**src/rtl/param_compute_unit.sv**
```systemverilog
`default_nettype none
// ============================================================================
//  Module      : param_compute_unit
//  Description : Two-stage register-file compute unit. An instruction is
//                accepted into S1, then executes against the committed
//                register file while loading a valid/ready output register.
//  Revision    : 1.0  initial release
// ============================================================================
module param_compute_unit #(
    parameter  int DATA_W   = 8,
    parameter  int NUM_REGS = 16,
    localparam int REG_W    = $clog2(NUM_REGS)
) (
    input  logic              clk,
    input  logic              rst,
    input  logic              in_valid,
    output logic              in_ready,
    input  logic [3:0]        in_op,
    input  logic [REG_W-1:0]  in_tgt,
    input  logic [REG_W-1:0]  in_src0,
    input  logic [REG_W-1:0]  in_src1,
    input  logic [DATA_W-1:0] in_imm,
    output logic              out_valid,
    input  logic              out_ready,
    output logic [DATA_W-1:0] out_data,
    output logic [REG_W-1:0]  out_reg_id,
    output logic              out_carry,
    output logic              out_zero,
    output logic              out_illegal,
    output logic [15:0]       retired_cnt
);

    localparam logic [3:0] OP_NOP  = 4'h0;
    localparam logic [3:0] OP_LOAD = 4'h1;
    localparam logic [3:0] OP_ADD  = 4'h2;
    localparam logic [3:0] OP_SUB  = 4'h3;
    localparam logic [3:0] OP_AND  = 4'h4;
    localparam logic [3:0] OP_OR   = 4'h5;
    localparam logic [3:0] OP_NOT  = 4'h6;
    localparam logic [3:0] OP_XOR  = 4'h7;
    localparam logic [3:0] OP_SHL  = 4'h8;
    localparam logic [3:0] OP_SHR  = 4'h9;
    localparam logic [3:0] OP_MOV  = 4'hA;

    // S1 instruction holding register
    logic              s1_valid;
    logic [3:0]        s1_op;
    logic [REG_W-1:0]  s1_tgt;
    logic [REG_W-1:0]  s1_src0;
    logic [REG_W-1:0]  s1_src1;
    logic [DATA_W-1:0] s1_imm;

    logic [DATA_W-1:0] regs [NUM_REGS];

    logic              exec_fire;
    logic [DATA_W-1:0] op_a;
    logic [DATA_W-1:0] op_b;
    logic [DATA_W:0]   sum_ext;
    logic [DATA_W:0]   diff_ext;
    logic [31:0]       shamt;

    logic [DATA_W-1:0] res_data;
    logic              res_carry;
    logic              res_zero;
    logic              res_illegal;
    logic              res_write;
    logic              res_out;

    // S1 executes whenever the output register is empty or being drained
    assign exec_fire = s1_valid && (!out_valid || out_ready);
    assign in_ready  = !s1_valid || exec_fire;

    // Operands always come from the committed register file
    assign op_a     = regs[s1_src0];
    assign op_b     = regs[s1_src1];
    assign sum_ext  = {1'b0, op_a} + {1'b0, op_b};
    // Top bit of the extended difference is the unsigned borrow
    assign diff_ext = {1'b0, op_a} - {1'b0, op_b};
    // DATA_W need not be a power of two, so a true modulo is required
    assign shamt    = 32'(op_b) % 32'(DATA_W);

    // Result, flags and side-effect decode for the instruction in S1
    always_comb begin
        res_data    = '0;
        res_carry   = 1'b0;
        res_zero    = 1'b0;
        res_illegal = 1'b0;
        res_write   = 1'b1;
        res_out     = 1'b1;
        case (s1_op)
            OP_NOP: begin
                res_write = 1'b0;
                res_out   = 1'b0;
            end
            OP_LOAD: res_data = s1_imm;
            OP_ADD: begin
                res_data  = sum_ext[DATA_W-1:0];
                res_carry = sum_ext[DATA_W];
            end
            OP_SUB: begin
                res_data  = diff_ext[DATA_W-1:0];
                res_carry = diff_ext[DATA_W];
            end
            OP_AND:  res_data = op_a & op_b;
            OP_OR:   res_data = op_a | op_b;
            OP_NOT:  res_data = ~op_a;
            OP_XOR:  res_data = op_a ^ op_b;
            OP_SHL:  res_data = op_a << shamt;
            OP_SHR:  res_data = op_a >> shamt;
            OP_MOV:  res_data = op_a;
            default: begin
                res_illegal = 1'b1;
                res_write   = 1'b0;
            end
        endcase
        if (res_write) begin
            res_zero = (res_data == '0);
        end
    end

    // S1 loads a new instruction whenever it is free or emptying this cycle
    always_ff @(posedge clk or posedge rst) begin
        if (rst) begin
            s1_valid <= 1'b0;
            s1_op    <= '0;
            s1_tgt   <= '0;
            s1_src0  <= '0;
            s1_src1  <= '0;
            s1_imm   <= '0;
        end else if (in_ready) begin
            s1_valid <= in_valid;
            s1_op    <= in_op;
            s1_tgt   <= in_tgt;
            s1_src0  <= in_src0;
            s1_src1  <= in_src1;
            s1_imm   <= in_imm;
        end
    end

    // Register file write-back at execute; illegal ops and NOPs leave it alone
    always_ff @(posedge clk or posedge rst) begin
        if (rst) begin
            for (int i = 0; i < NUM_REGS; i++) begin
                regs[i] <= '0;
            end
        end else if (exec_fire && res_write) begin
            regs[s1_tgt] <= res_data;
        end
    end

    // Output register: load on execute of a non-NOP, empty when consumed
    always_ff @(posedge clk or posedge rst) begin
        if (rst) begin
            out_valid   <= 1'b0;
            out_data    <= '0;
            out_reg_id  <= '0;
            out_carry   <= 1'b0;
            out_zero    <= 1'b0;
            out_illegal <= 1'b0;
        end else if (exec_fire && res_out) begin
            out_valid   <= 1'b1;
            out_data    <= res_data;
            out_reg_id  <= s1_tgt;
            out_carry   <= res_carry;
            out_zero    <= res_zero;
            out_illegal <= res_illegal;
        end else if (out_ready) begin
            out_valid   <= 1'b0;
        end
    end

    // Saturating count of executed non-NOP instructions
    always_ff @(posedge clk or posedge rst) begin
        if (rst) begin
            retired_cnt <= '0;
        end else if (exec_fire && res_out && (retired_cnt != 16'hFFFF)) begin
            retired_cnt <= retired_cnt + 16'd1;
        end
    end

endmodule
`default_nettype wire

```
**config.mk**
```make
export PLATFORM = sky130hd
export DESIGN_NAME = param_compute_unit
export DESIGN_NICKNAME = d
export VERILOG_FILES = /design/src/rtl/param_compute_unit.sv
export SDC_FILE = /design/constraint.sdc
export NUM_CORES = 1
export LEC_CHECK = 0
export CELL_PAD_IN_SITES_DETAIL_PLACEMENT = 2
export CELL_PAD_IN_SITES_GLOBAL_PLACEMENT = 2
export CORE_MARGIN = 5
export CORE_UTILIZATION = 38
export DETAILED_ROUTE_END_ITERATION = 16
export PLACE_DENSITY = 0.87
export SYNTH_ARGS = -nofsm -noshare
export SYNTH_HDL_FRONTEND = slang
export SYNTH_SLANG_ARGS = --single-unit
export TNS_END_PERCENT = 50
```
**constraint.sdc**
```tcl
create_clock -name clk -period 6.05 [get_ports clk]
set_clock_uncertainty 0.15 [all_clocks]
set_input_delay 1.21 -clock clk [delete_from_list [all_inputs] [get_ports clk]]
set_output_delay 1.21 -clock clk [all_outputs]
set_load 0.01 [all_outputs]
```
======== Word level (Yosys, flattened, before mapping) ========
Index checks and enable logic that the tools add are counted.
storage, ports and cells
  flip-flop bits (word level) ............. 185
  output and inout bits ................... 33
  input port bits ......................... 28
operators by class
  eq/ne operators ......................... 11
  bitwise gates (word level) .............. 7
  magnitude comparators ................... 4
  reduce and logical (&&, ||, !) cells .... 14
  add/subtract/negate cells ............... 3
  shift operators ......................... 2
  muxes and demuxes ....................... 17
operator list
  operator                 count
  $bwmux W128              1
  $pmux W8 S10             1
  $bmux W8 S4              2
  $mux W8                  5
  $demux W8 S4             1
  $add A16 B1 Y16 const B  1
  $eq A4 B3 Y1 const B     4
  $ne A16 B16 Y1 const B   1
  $ge A5 B5 Y1 const B     3
  $not A4 Y5               3
  $eq A4 B4 Y1 const B     3
  $reduce_or A11 Y1        1
  $reduce_or A10 Y1        1
  $add A8 B8 Y9            1
  $sub A8 B8 Y9            1
  $and A8 B8 Y8            1
  $eq A4 B2 Y1 const B     2
  $logic_not A8 Y1         1
  $not A8 Y8               1
  $or A8 B8 Y8             1
  $shl A8 B3 Y8            1
  $shr A8 B3 Y8            1
  $xor A8 B8 Y8            1
  $mux W1                  6
  8 further kinds          14

======== Longest topological paths before layout ========
Gate-level depths: netlist of the first run.
  word-level depth ........................ 8
  depth in mapped cells ................... 20

======== Worst setup path after synthesis of the first run ========
No wires, ideal clock.
  path type ............................... reg2reg
  start point ............................. register s1_src1[0]
  end point ............................... register out_zero
  stages on the path, launching flop included .. 16
  path slack .............................. 1,301 ps
  arrival ................................. 4,495 ps
  clock period less this slack ............ 4,749 ps
  path through ............................ dfrtp_1 buf_2 clkbuf_1 buf_1 mux4_2 mux4_2 inv_1 ha_1 inv_1 a221oi_1 o221a_2 o211ai_1 or4_1 buf_2 or3_1 o41ai_2
between the ends
  longest elaborated chain between the ends .. 8
  elaborated cells on any way between the ends .. 14
ends and longest elaborated chain
  what                                            RTL line  RTL
  start, declared                                 50        logic [REG_W-1:0] s1_src1;
  start signal, assigned                          135       s1_src1 <= in_src1;
  $not A4 Y5 (implied by the code) (*)            75        assign op_b = regs[s1_src1];
  $bmux W8 S4 (*)                                 75
  $mux W8 (implied by the code) (*) (2 in a row)  75
  $sub A8 B8 Y9 (tied with other cells)           78        assign diff_ext = {1'b0, op_a} - {1'b0, op_b};
  $pmux W8 S10 (*)                                90        case (s1_op)
  $logic_not A8 Y1 (*)                            117       res_zero = (res_data == '0);
  $mux W1 (*)                                     116       if (res_write) begin
  end signal, assigned                            165       out_zero <= res_zero;
  end, declared                                   28        output logic out_zero,
Mark *: on every way between the ends. The rest lies on a longest branch, timed or not. The select of a mux whose other input is x is not followed.
A chain may end at the register's enable or synchronous reset.

======== Worst setup path in the final report of the first run ========
  start point ............................. register s1_src1[2]
  end point ............................... register regs[12] (netlist bit)
between the ends
  longest elaborated chain between the ends .. 7
  elaborated cells on any way between the ends .. 13
ends and longest elaborated chain
  what                                            RTL line  RTL
  $not A4 Y5 (implied by the code) (*)            75
  $bmux W8 S4 (*)                                 75
  $mux W8 (implied by the code) (*) (2 in a row)  75
  $sub A8 B8 Y9 (tied with other cells)           78
  $pmux W8 S10 (*)                                90
  $bwmux W128 (*)                                 147       regs[s1_tgt] <= res_data;
  end signal, assigned by index                   147
  end, declared                                   53        logic [DATA_W-1:0] regs [NUM_REGS];
Marks and branches as above.

==> impl_metrics.ini, run 1 <==
[setup_path]
r2r_start = s1_src1[2]$_DFFE_PP0P_
r2r_cells = 14
crit_start = s1_src1[2]$_DFFE_PP0P_
critPathMaxFanout = 17
worstSetupEndpointType = register
critical_path_required_ns = 6.19
crit_arrival_ns = 5.78
startpoint_type = register
path_class = register to register

[synth]
ys.flop_type = dfrtp_1
netlist_instances = 929
synth_nets = 985
synth-async-reset-ratio_pct = 100.0
yosysWarningCount = 0
syn-cell-area_sq_mm = 0.01086
synth_edf_count = 0
synth.avg_cell_area_sq_um = 11.69
synth.distinct_cells = 69
ys_ff_latch = 185
yosysSeqAreaShare_pct = 42.64

[floorplan]
design.portCount = 61
start_util_pct = 38.76
die_height_microns = 179.0
rows = 61
die_area_sq_mm = 0.03205
die_width_microns = 179.0
core_area_sq_mm = 0.02801

[clock_network]
cts_buffer_depth = 2
clkLatencyLatePin_ns = 0.46
cts_sinks = 185
cts_made_buffers = 17
clkTransAtPathRegs_ns = 0.08
cts_tree = done
cts_max_level = 4
clockRootBuffer = clkbuf_16

[drt]
drtPass1Iterations = 5
avgViaCountPerCell = 6.271
vias = 8548
post-route-drc-count = 0
antenna_left = 0
wirelength_mm = 41.96
drt_first_iter_violations = 678
wire_per_inst_microns = 30.78

[timing]
slew_headroom_pct = 34.39
tightestPinTransition_ns = 0.9841
rsz0062_at_grt = no
hold_violations = 0
tns_ns = 0
finalCriticalPeriod_ns = 5.635
maxSlewViolCount = 0
timing.fmax_mhz = 177.5
finalSetupViolCount = 0
fin_crit_sh_pct = 93.14

[min_path]
hp-class = register to register
hold_start = retired_cnt[7]$_DFFE_PP0P_
hold_depth = 1

[place]
port_buffers = 60
hpwl_mm = 26.71
globalplace.congestion = 0.9011
dp_cells = 1331

[finish]
area_growth_pct = 15.26
antenna_cells = 0
stdcell_count = 1363
seq_area_sq_mm = 0.004632
drive_gt1_share_pct = 26.19
fill_cells = 2794
fin_nets = 1028
multi_input_area_sq_mm = 0.005804

[status]
status = finished, final reports clean

[global_routing]
overflow = 0
antenna_found_initial = 0
grt_pass1_vias = 9654
grt_max_degree = 167
gr-usage-all-layers_pct = 26.90
grt_pass1_wl_mm = 63.45

[pwr]
power_density_mw_per_mm2 = 453.6
p_leak_nw = 5.370
peakVddDrop_uv = 228.0
finalPower_mw = 5.676

[run]
cap_violations = 0
report_power, final:
group	leakage [nW]	internal (mW)	switching (mW)
combinational	2.69	1.06	1.39
sequential	2.40	1.60	0.410
clock	0.287	0.605	0.611
total	5.37	3.27	2.41
worst max-delay path, stage by stage, from the launching register on:
cell	delay [ns]
dfrtp_1	0.64
buf_4	0.32
mux4_2	0.35
a22oi_2	0.26
o31a_1	0.57
inv_4	0.21
ha_1	0.27
fa_1	0.42
nor3_1	0.35
nor3_1	0.14
a221oi_1	0.32
a21oi_1	0.12
a2111oi_0	0.64
o21a_2	0.49
o21ai_0	0.22
state kept, by name (all words and copies together), names as in the netlist:
signal	flops
out_illegal	1
regs	128
s1_valid	1
s1_tgt	4
retired_cnt	16
s1_op	4
s1_src0	4
out_data	8
out_carry	1
out_reg_id	4
s1_imm	8
s1_src1	4
out_valid	1
out_zero	1
per-stage QoR:
stage                     instance area, sq um  utilization [%]  hold WS [ns]  setup WS [ns]
after global placement                   11890            42.45        0.3268         0.9758
after detailed placement                 11890            42.45        0.3448         0.6637
after global routing                     12510            44.67        0.3888        0.09636
after CTS                                12510            44.67        0.3614         0.2752
after floorplan                          10860                -        0.3109          1.301
final                                    12510            44.67        0.3555         0.4148
metal layers:
| metal | global-route usage [%] | wire (microns) |
|---|---|---|
| met1 | 31.48 | 15970 |
| met2 | 46.20 | 21050 |
| met3 | 5.251 | 2419 |
| met4 | 15.13 | 2513 |
| met5 | 0 | 0 |
layout make-up:
cell class                      instances  share of cell area (%)
Multi-Input combinational cell        643                   46.39
Clock buffer                           18                   3.510
Tap cell                              378                   3.780
Inverter                               33                   1.040
Clock inverter                         14                   1.450
Timing Repair Buffer                   92                   6.819
Sequential cell                       185                   37.02
cell families (layout without fill, tap and decap cells):
logic type / count (synthesis) / count (layout) / share of synthesized area, %
muxes: 212 / 212 / 29.03
adders and majority gates: 28 / 28 / 3.365
buffers and inverters: 101 / 157 / 3.976
DFF: 185 / 185 / 42.64
and+or+nand+nor: 219 / 219 / 9.220
xor gates and xnor gates: 17 / 17 / 1.371
AOI/OAI and AO/OA: 167 / 167 / 10.40
layout by cell type, fill, tap and decap left out, types with 12 or more instances in the layout:
| cell type | netlist | layout |
|---|---|---|
| ha_1 | 26 | 26 |
| nor3_1 | 13 | 12 |
| nor2b_1 | 14 | 14 |
| mux4_2 | 66 | 66 |
| a21oi_1 | 42 | 42 |
| nand2_1 | 74 | 74 |
| inv_1 | 32 | 31 |
| mux2i_1 | 31 | 31 |
| buf_4 | 2 | 31 |
| clkbuf_16 | 0 | 17 |
| mux2_2 | 111 | 111 |
| nor2_1 | 67 | 66 |
| a22oi_1 | 13 | 13 |
| dfrtp_1 | 185 | 183 |
| clkdlybuf4s50_1 | 0 | 60 |
| xnor2_1 | 12 | 12 |
| nand3_1 | 14 | 14 |
| o21ai_0 | 43 | 43 |
path summary, 6_finish.rpt:
check	to	slack [ns]
min in group asynchronous	retired_cnt[7]$_DFFE_PP0P_	0.97
worst max-delay path	regs[12]$_DFFE_PP0P_	0.41
worst min-delay path	retired_cnt[7]$_DFFE_PP0P_	0.36
worst max register to register	regs[12]$_DFFE_PP0P_	0.41
worst min register to register	retired_cnt[7]$_DFFE_PP0P_	0.36
max in group asynchronous	s1_src1[0]$_DFFE_PP0P_	3.40
synth_stat cells, drive strengths merged (12+ instances only):
library cell | instances | area (sq um)
o21ai | 43 | 215.2
clkbuf | 46 | 172.7
nor3 | 13 | 65.06
nor2 | 67 | 251.5
buf | 22 | 132.6
xnor2 | 12 | 105.1
a21oi | 42 | 210.2
mux2 | 111 | 1250
nand3 | 14 | 70.07
dfrtp | 185 | 4629
mux2i | 31 | 310.3
nand2 | 74 | 277.8
inv | 33 | 126.4
mux4 | 70 | 1592
nor2b | 14 | 87.58
a22oi | 14 | 110.1
ha | 26 | 325.3
repair_timing:
item / CTS / global route
setup buffers: 0 / 0
setup endpoints to repair: 0 / 12
resized for setup: 0 / 1
hold buffers: 0 / 0
Note: power is estimated with default switching activity, not from simulation.
==> run 2, diff against run 1 <==
--- a/config.mk
+++ b/config.mk
@@ -10,7 +10,8 @@
 export CORE_MARGIN = 5
 export CORE_UTILIZATION = 38
 export DETAILED_ROUTE_END_ITERATION = 16
-export PLACE_DENSITY = 0.87
+export PLACE_DENSITY = 0.84
+export SETUP_SLACK_MARGIN = 0.3
 export SYNTH_ARGS = -nofsm -noshare
 export SYNTH_HDL_FRONTEND = slang
 export SYNTH_SLANG_ARGS = --single-unit
==> impl_metrics.ini, run 2 (synthesized netlist as in run 1, its figures left out) <==
[clock_network]
clkLatencyLatePin_ns = 0.45
cts_max_level = 4
cts_made_buffers = 17
clockRootBuffer = clkbuf_16
cts_buffer_depth = 2
clkTransAtPathRegs_ns = 0.08
cts_sinks = 185
cts_tree = done
holdBufCountCts = 0
postCtsSetupRepairBufs = 0

[setup_path]
worstSetupEndpointType = register
r2r_start = s1_src1[0]$_DFFE_PP0P_
r2r_end = regs[52]$_DFFE_PP0P_
critical_path_required_ns = 6.18
startpoint_type = register
r2r_setup_slack_ns = 0.54
crit_start = s1_src1[0]$_DFFE_PP0P_
path_class = register to register
crit_arrival_ns = 5.64
crit_end = regs[52]$_DFFE_PP0P_
r2r_cells = 14
critPathMaxFanout = 18

[global_routing]
grt_pass1_vias = 9453
grt_pass1_wl_mm = 60.94
overflow = 0
grt_max_degree = 130
antenna_found_initial = 1
gr-usage-all-layers_pct = 25.80

[drt]
wirelength_mm = 40.30
antenna_left = 0
post-route-drc-count = 0
drtPass1Iterations = 6
avgViaCountPerCell = 6.124
vias = 8341
wire_per_inst_microns = 29.59
drt_first_iter_violations = 503

[pwr]
power_switching_mw = 2.303
power_frac_comb_pct = 43.3
seqPwrFrac_pct = 35.5
power.internal_mw = 3.267
p_clk_share_pct = 21.1
swShare_pct = 41.34
finalPower_mw = 5.570
power_density_mw_per_mm2 = 446.1
peakVddDrop_uv = 209.3
p_leak_nw = 5.370

[place]
globalplace.congestion = 0.8594
hpwl_mm = 26.54
port_buffers = 60
dp_cells = 1331

[floorplan]
die_width_microns = 179.0
design.portCount = 61
die_area_sq_mm = 0.03205
core_area_sq_mm = 0.02801
start_util_pct = 38.76
die_height_microns = 179.0
rows = 61

[finish]
regMostFlops = regs
final_cell_mix = 183 x dfrtp_1, 111 x mux2_2, 73 x nand2_1
area_growth_pct = 15.02
antenna_cells = 0
reg.largest.list = regs (128), retired_cnt (16)
fin_nets = 1028
drive_gt1_share_pct = 26.12
largest_register_ffs = 128
fill_cells = 2832
final_common_cell = dfrtp_1
stdcell_count = 1362

[timing]
slew_headroom_pct = 28.43
hold_violations = 0
tightestPinTransition_ns = 1.060
timing.fmax_mhz = 181.6
fin_crit_sh_pct = 90.99
finalSetupViolCount = 0
tns_ns = 0
finalCriticalPeriod_ns = 5.505
rsz0062_at_grt = no
maxSlewViolCount = 0

[status]
status = finished, final reports clean

[min_path]
hp-class = register to register

[run]
cap_violations = 0
run 2: cell count changes in the layout (fill, tap and decap cells not counted), sizes merged:
cell      change
clkbuf        +2
clkinvlp      -3
inv           +1
clkinv        -1
run 2: metrics by stage:
| stage | util, % | area [sq um] | hold slack, ns | setup WS (ns) |
|---|---|---|---|---|
| 3_5_place_dp | 42.46 | 11890 | 0.3418 | 0.6727 |
| 5_1_grt | 44.58 | 12490 | 0.3699 | 0.3310 |
| 3_3_place_gp | 42.46 | 11890 | 0.3261 | 0.9924 |
| 6_report | 44.58 | 12490 | 0.3606 | 0.5448 |
| 4_1_cts | 44.57 | 12490 | 0.3582 | 0.5048 |
| 2_1_floorplan | - | 10860 | 0.3109 | 1.301 |
run 2: timing repair:
item / 4_1_cts / 5_1_grt
pin swaps: 0 / 0
gates resized for setup: 1 / 1
endpoints found under the setup margin: 2 / 10
run 2: metal layers:
layer  vias up  part of all wire (%)  GRT usage (%)
met5         -                 0.032         0.1603
met4         2                   4.5          11.42
met3       112                   3.9          4.935
met2       264                    51          45.04
met1      4442                    41          30.92
li1       3521                     -              -
run 2: area by class of cell:
cell class	count	area, sq um	share of cell area [%]
multi-input combinational	643	5808	46.51
sequential	185	4632	37.09
timing repair buffer	92	853.3	6.834
tap	378	473.0	3.788
clock buffer	20	456.7	3.657
clock inverter	11	133.9	1.072
inverter	33	130.1	1.042
run 2: critical path, cell delays in order (launching register included):
cell	delay, ns
dfrtp_2	0.76
buf_4	0.40
nor2b_1	0.16
a22oi_2	0.25
o31a_1	0.57
inv_4	0.21
ha_1	0.27
fa_1	0.40
nor3_1	0.28
nor3_1	0.11
a221oi_1	0.29
a21oi_1	0.10
a2111oi_1	0.62
o21a_2	0.52
o21ai_0	0.23
run 2: worst min-delay path by stage:
stage / from / endpoint / slack [ns] / cells after the start
after global routing: s1_imm[0]$_DFFE_PP0P_ / s1_imm[0]$_DFFE_PP0P_ / 0.37 / 1
after floorplan: regs[12]$_DFFE_PP0P_ / regs[12]$_DFFE_PP0P_ / 0.31 / 2
after CTS: s1_imm[0]$_DFFE_PP0P_ / s1_imm[0]$_DFFE_PP0P_ / 0.36 / 1
after global placement: retired_cnt[10]$_DFFE_PP0P_ / retired_cnt[10]$_DFFE_PP0P_ / 0.33 / 1
final: s1_imm[0]$_DFFE_PP0P_ / s1_imm[0]$_DFFE_PP0P_ / 0.36 / 1
after detailed placement: s1_imm[0]$_DFFE_PP0P_ / s1_imm[0]$_DFFE_PP0P_ / 0.34 / 1
run 2: power groups by stage:
| stage | Sequential, mW | Combinational [mW] | Clock [mW] |
|---|---|---|---|
| final | 1.98 | 2.41 | 1.18 |
| after global routing | 2.01 | 2.58 | 1.24 |
| after CTS | 1.97 | 2.40 | 1.19 |
| after detailed placement | 1.97 | 2.32 | 0 |
| after global placement | 1.91 | 2.18 | 0 |
| after floorplan | 1.82 | 1.60 | 0 |
